`src/rtl/uart_pkg.sv`:
```
// Shared UART definitions: receiver/transmitter state codes and bit-timing defaults.
// Latency: n/a (package only).
// Backpressure: n/a (package only).
package uart_pkg;

    // 100 MHz core clock / 115200 baud
    localparam int unsigned UART_CLKS_PER_BIT_DEFAULT = 868;

    typedef logic [2:0] uart_state_t;

    localparam logic [2:0] ST_IDLE  = 3'd0;
    localparam logic [2:0] ST_START = 3'd1;
    localparam logic [2:0] ST_DATA  = 3'd2;
    localparam logic [2:0] ST_STOP  = 3'd3;
    localparam logic [2:0] ST_BREAK = 3'd4;

    // Countdown reload: a timer loaded with this value expires after 'cycles' clocks.
    function automatic logic [15:0] timer_reload(input int unsigned cycles);
        return 16'(cycles - 1);
    endfunction

endpackage

```
`src/rtl/sync_fifo.sv`:
```
// Single-clock first-word-fall-through FIFO with occupancy count.
// Latency: a push is visible at pop_dat the cycle after it is written into an empty FIFO.
// Backpressure: push is accepted when not full or when a pop happens in the same cycle; otherwise ignored.
module sync_fifo #(
    parameter int unsigned WIDTH      = 8,
    parameter int unsigned DEPTH_LOG2 = 4
) (
    input  logic                  clk,
    input  logic                  rst,
    input  logic                  push,
    input  logic [WIDTH-1:0]      push_dat,
    input  logic                  pop,
    output logic [WIDTH-1:0]      pop_dat,
    output logic                  full,
    output logic                  empty,
    output logic [DEPTH_LOG2:0]   count
);

    localparam int unsigned DEPTH = 1 << DEPTH_LOG2;

    logic [WIDTH-1:0]      mem [DEPTH];
    logic [DEPTH_LOG2-1:0] wr_ptr;
    logic [DEPTH_LOG2-1:0] rd_ptr;
    logic [DEPTH_LOG2:0]   cnt;
    logic                  pop_ok;
    logic                  push_ok;

    assign empty   = (cnt == '0);
    assign full    = (cnt == (DEPTH_LOG2 + 1)'(DEPTH));
    assign pop_ok  = pop && !empty;
    // When full, a simultaneous pop frees the slot the write lands in.
    assign push_ok = push && (!full || pop_ok);
    assign count   = cnt;
    assign pop_dat = empty ? '0 : mem[rd_ptr];

    always_ff @(posedge clk) begin
        if (rst) begin
            wr_ptr <= '0;
            rd_ptr <= '0;
            cnt    <= '0;
        end else begin
            if (push_ok) begin
                wr_ptr <= wr_ptr + 1'b1;
            end
            if (pop_ok) begin
                rd_ptr <= rd_ptr + 1'b1;
            end
            case ({push_ok, pop_ok})
                2'b10:   cnt <= cnt + 1'b1;
                2'b01:   cnt <= cnt - 1'b1;
                default: cnt <= cnt;
            endcase
        end
    end

    always_ff @(posedge clk) begin
        if (push_ok) begin
            mem[wr_ptr] <= push_dat;
        end
    end

endmodule

```
`src/rtl/uart_rx_fifo.sv`:
```
// 8N1 UART receiver feeding a FWFT byte FIFO, with sticky frame/overrun flags.
// Latency: byte pushed on the stop-bit sample, rx_valid rises the following cycle.
// Backpressure: rx_valid/rx_ready handshake; a byte arriving while full with no pop is dropped and flags overrun.
module uart_rx_fifo
    import uart_pkg::*;
#(
    parameter int unsigned CLKS_PER_BIT = UART_CLKS_PER_BIT_DEFAULT,
    parameter int unsigned DEPTH_LOG2   = 4
) (
    input  logic                  clk,
    input  logic                  rst,
    input  logic                  UART_RX,
    output logic                  rx_valid,
    input  logic                  rx_ready,
    output logic [7:0]            rx_data,
    output logic [DEPTH_LOG2:0]   rx_count,
    output logic                  frame_err,
    output logic                  overrun,
    input  logic                  err_clr
);

    localparam logic [15:0] HALF_RELOAD = timer_reload(CLKS_PER_BIT / 2);
    localparam logic [15:0] BIT_RELOAD  = timer_reload(CLKS_PER_BIT);

    logic        rx_meta;
    logic        rx_sync;
    uart_state_t state;
    logic [15:0] timer;
    logic [2:0]  bit_idx;
    logic [7:0]  shift;

    logic        timer_exp;
    logic        stop_sample;
    logic        push;
    logic        frame_evt;
    logic        pop;
    logic        fifo_full;
    logic        fifo_empty;
    logic        drop;

    always_ff @(posedge clk) begin
        if (rst) begin
            rx_meta <= 1'b1;
            rx_sync <= 1'b1;
        end else begin
            rx_meta <= UART_RX;
            rx_sync <= rx_meta;
        end
    end

    assign timer_exp   = (timer == '0);
    assign stop_sample = (state == ST_STOP) && timer_exp;
    assign push        = stop_sample && rx_sync;
    assign frame_evt   = stop_sample && !rx_sync;

    always_ff @(posedge clk) begin
        if (rst) begin
            state   <= ST_IDLE;
            timer   <= '0;
            bit_idx <= '0;
            shift   <= '0;
        end else begin
            case (state)
                ST_IDLE: begin
                    if (!rx_sync) begin
                        state <= ST_START;
                        timer <= HALF_RELOAD;
                    end
                end
                ST_START: begin
                    if (!timer_exp) begin
                        timer <= timer - 1'b1;
                    end else if (rx_sync) begin
                        state <= ST_IDLE;
                    end else begin
                        state   <= ST_DATA;
                        timer   <= BIT_RELOAD;
                        bit_idx <= '0;
                    end
                end
                ST_DATA: begin
                    if (!timer_exp) begin
                        timer <= timer - 1'b1;
                    end else begin
                        shift   <= {rx_sync, shift[7:1]};
                        timer   <= BIT_RELOAD;
                        bit_idx <= bit_idx + 1'b1;
                        if (bit_idx == 3'd7) begin
                            state <= ST_STOP;
                        end
                    end
                end
                ST_STOP: begin
                    if (!timer_exp) begin
                        timer <= timer - 1'b1;
                    end else begin
                        state <= rx_sync ? ST_IDLE : ST_BREAK;
                    end
                end
                // Line held low past the stop bit: wait for it to return high
                // so a long break is not mistaken for a run of start bits.
                ST_BREAK: begin
                    if (rx_sync) begin
                        state <= ST_IDLE;
                    end
                end
                default: begin
                    state <= ST_IDLE;
                end
            endcase
        end
    end

    assign rx_valid = !fifo_empty;
    assign pop      = rx_valid && rx_ready;
    assign drop     = push && fifo_full && !pop;

    sync_fifo #(
        .WIDTH      (8),
        .DEPTH_LOG2 (DEPTH_LOG2)
    ) u_fifo (
        .clk      (clk),
        .rst      (rst),
        .push     (push),
        .push_dat (shift),
        .pop      (pop),
        .pop_dat  (rx_data),
        .full     (fifo_full),
        .empty    (fifo_empty),
        .count    (rx_count)
    );

    // Clear is applied first so a coincident new error keeps its flag set.
    always_ff @(posedge clk) begin
        if (rst) begin
            frame_err <= 1'b0;
            overrun   <= 1'b0;
        end else begin
            if (err_clr) begin
                frame_err <= 1'b0;
                overrun   <= 1'b0;
            end
            if (frame_evt) begin
                frame_err <= 1'b1;
            end
            if (drop) begin
                overrun <= 1'b1;
            end
        end
    end

endmodule

```
`config.mk`:
```
export PLATFORM = sky130hd
export DESIGN_NAME = uart_rx_fifo
export DESIGN_NICKNAME = d
export VERILOG_FILES = /design/src/rtl/uart_pkg.sv /design/src/rtl/sync_fifo.sv /design/src/rtl/uart_rx_fifo.sv
export SDC_FILE = /design/constraint.sdc
export NUM_CORES = 1
export LEC_CHECK = 0
export CAP_MARGIN = 10
export CORE_UTILIZATION = 30
export CTS_CLUSTER_SIZE = 16
export DETAILED_ROUTE_END_ITERATION = 8
export GPL_ROUTABILITY_DRIVEN = 1
export GPL_TIMING_DRIVEN = 0
export PLACE_DENSITY = 0.55
export SLEW_MARGIN = 25
export SYNTH_ARGS = -nofsm -noshare
export SYNTH_HDL_FRONTEND = slang
export SYNTH_HIERARCHICAL = 1
export SYNTH_SLANG_ARGS = --single-unit
```
`constraint.sdc`:
```
create_clock -name clk -period 5.3 [get_ports clk]
set_clock_uncertainty 0.2 [all_clocks]
set_input_delay 0.795 -clock clk [delete_from_list [all_inputs] [get_ports clk]]
set_output_delay 0.795 -clock clk [all_outputs]
set_load 0.03 [all_outputs]
```
==> summary.txt <==
Drt
  – WL final: 16200 um
  – Vias/cell: around 5
  – ANT nets after route: 0
  – DRT iter0 DRCs: about 340
  – Wire length per cell: between 15 and 20 um
  – Initial DRT Pass Iterations: 6
  – DRC: 0
  – Via Count: approximately 4600

Cells and area
  – N_diodes: 0
  – Share of cells above drive strength 1: 18.7%
  – Synthesis-to-finish area growth: 15.9%
  – Filler Cells Inserted: 2389
  – Layout Nets: 589

Synthesis
  – Count leader, synth: edfxtp_1
  – Post-Syn Area: slightly below 8000 sq um
  – Synth cell count leaders: edfxtp_1 (128), dfxtp_1 (51), nor2_1 (38)
  – Top cells by area, synth: edfxtp_1 (50%), dfxtp_1 (13%), mux4_2 (9.4%)
  – EDFF count, synth: 128
  – Post-synth top area share: about half
  – Post-Synthesis Cells: 528
  – Post-synth ARST share: 0%
  – Top_reg_cell synth: edfxtp_1
  – Synth area leader: edfxtp_1
  – Avg Inst Size Synth: ~15 sq um
  – Seq/Total Area, Yosys: a little over three fifths
  – Syn. warnings: 6
  – Synth Net Count: 546
  – Netlist cell types: between 60 and 70
  – #FFs+latches synth: ~180

Timing
  – Pins Over Slew Limit: 0
  – Fmax: about 230 MHz
  – Slew margin rel.: roughly 40%
  – Fin. Hold Viols: 0
  – RSZ-0062 raised after global routing: no
  – Tcrit/Tclk final: between 80% and 90%
  – Minimum clock period: about 4.3 ns
  – Final setup margin: between 1 and 1.5 ns
  – Setup Total Neg Slack: 0 ns
  – Hold slack: 0.216 ns
  – Slew @ Worst Pin: slightly below 0.9 ns
  – Setup Viol. Count Final: 0

Floorplan
  – Num rows: 58
  – Core ar.: ~25000 sq um
  – # IOs: 21
  – Initial core utilization: between 30% and 40%
  – Die area: approximately 26000 sq um
  – Chip Height: around 160 um
  – Die X: between 150 and 200 um

Clocking
  – Clock buffer depth: 2
  – Clk slew on worst S/H paths: approximately 0.070 ns
  – Later-pin clock latency in the skew report: 0.43 ns
  – CTS Hold Buffers Added: 0
  – Cts bufs inserted: 17
  – CTS tree: yes
  – Root Buffer: clkbuf_16
  – CTS resizes: 0
  – CTS Sinks: ~180
  – Setup Fix Bufs, Post-CTS: 0
  – CTS H-tree depth: 4

Power and ir drop
  – Final Power: 0.00287 W
  – Peak VDD IR: between 200 and 250 uV
  – Power per cell area: roughly 320 nW/um^2
  – Leakage dissipation: between 2 and 3 nW

Placement
  – Worst slack at placement: ~1.0 ns
  – GP Congestion: about 0.84
  – Port Buffer Count: 20
  – Detailed placer's ending HPWL: around 11000 um

Setup path
  – Critical path type: reg -> reg
  – Worst reg2reg setup slack: 1.01 ns
  – Crit. End Element: register
  – Critical path launch point type: register
  – CP Max Fanout: 10
  – Worst Path Required: 5.41 ns
  – Arr. time, crit path: ~4.4 ns

GRT
  – Largest net degree at the start of global routing: 19
  – Total grt overflow: 0
  – Initial antenna violation count: 0
  – Vias in the first global route: 4589
  – First-pass GRT wire length: between 20000 and 30000 um
  – All-layer global routing usage: about an eighth

Run status
  – Status: finished, final reports clean

Worst hold path
  – Hold Crit Class: reg -> reg

Run
  – Max-cap violations: 0
## layout by cell type, fill, tap and decap left out, drive strengths merged, types with 18 or more instances in the layout
cell type        n
edfxtp         128
dfxtp           51
nor2            39
clkbuf          34
mux4            32
mux2i           22
inv             21
clkdlybuf4s50   20
a21oi           19
a211oi          18
## stage by stage
step	util, %	cell area, sq um	instances
global placement	33.0	8310	878
floorplan	-	7690	528
finish	35.4	8920	914
CTS	35.4	8920	914
global route	35.4	8920	914
detailed placement	33.2	8360	882
## sequential cells by signal (all words and copies together), names as in the netlist, named ones only
name,flops
bit_idx,3
frame_err,1
overrun,1
rx_meta,1
rx_sync,1
shift,8
state,3
timer,16
u_fifo/count,5
u_fifo/mem,128
u_fifo/rd_ptr,4
u_fifo/wr_ptr,4
## metal layers
metal / GRT usage (%) / share of wire, % / wire (um)
met1: 17.7 / 46 / 7470
met2: 21.0 / 48 / 7770
met3: 2.78 / 4.6 / 749
met4: 5.10 / 1.3 / 212
met5: 0 / 0 / 0
## where the power goes
part	leakage, nW	internal, W	switching [W]
clock	0.260	0.000658	0.000549
combinational	1.04	0.0000576	0.0000954
sequential	1.60	0.00149	0.0000147
total	2.90	0.00221	0.000659
## kinds of logic (layout without fill, tap and decap cells)
family,count (synthesis),count (layout),share of synthesized area (%)
AOI/OAI and AO/OA,89,89,8.42
xor gates and xnor gates,6,6,0.683
adders and majority gates,13,13,2.21
buffers and inverters,44,100,2.65
DFF,179,179,63.2
muxes,56,56,12.5
and+or+nand+nor,141,141,10.3
## worst max-delay path, cell delays in order (launching register included)
cell and delay, ns:
dfxtp_1 0.36, or4_4 0.56, nor4_2 0.44, nand2_1 0.27
nor2_1 0.14, and3_1 0.15, clkbuf_1 0.37, nor2b_1 0.14
o21ai_4 0.12, inv_2 0.12, ha_1 0.33, o2bb2ai_1 0.30
a2111oi_0 0.12, or4_1 0.54
## path summary, 6_finish.rpt
path | start | endpoint | cells after the start
setup / recovery | timer[10]$_SDFFE_PP0P_ | u_fifo/count[4]$_SDFFE_PP0P_ | 13
hold / removal | rx_meta$_SDFF_PP1_ | rx_sync$_SDFF_PP1_ | 1
setup reg to reg | timer[10]$_SDFFE_PP0P_ | u_fifo/count[4]$_SDFFE_PP0P_ | 13
hold reg to reg | rx_meta$_SDFF_PP1_ | rx_sync$_SDFF_PP1_ | 1
## area by class of cell
cell class / instances / area [sq um] / share of cell area, %
sequential: 179 / 4860 / 54.5
tap: 330 / 413 / 4.63
inverter: 17 / 63.8 / 0.715
clock inverter: 12 / 126 / 1.42
timing repair buffer: 24 / 225 / 2.52
clock buffer: 20 / 437 / 4.89
buffer: 27 / 140 / 1.57
multi-input combinational: 305 / 2650 / 29.7
Power figures use the tool's default switching activity.
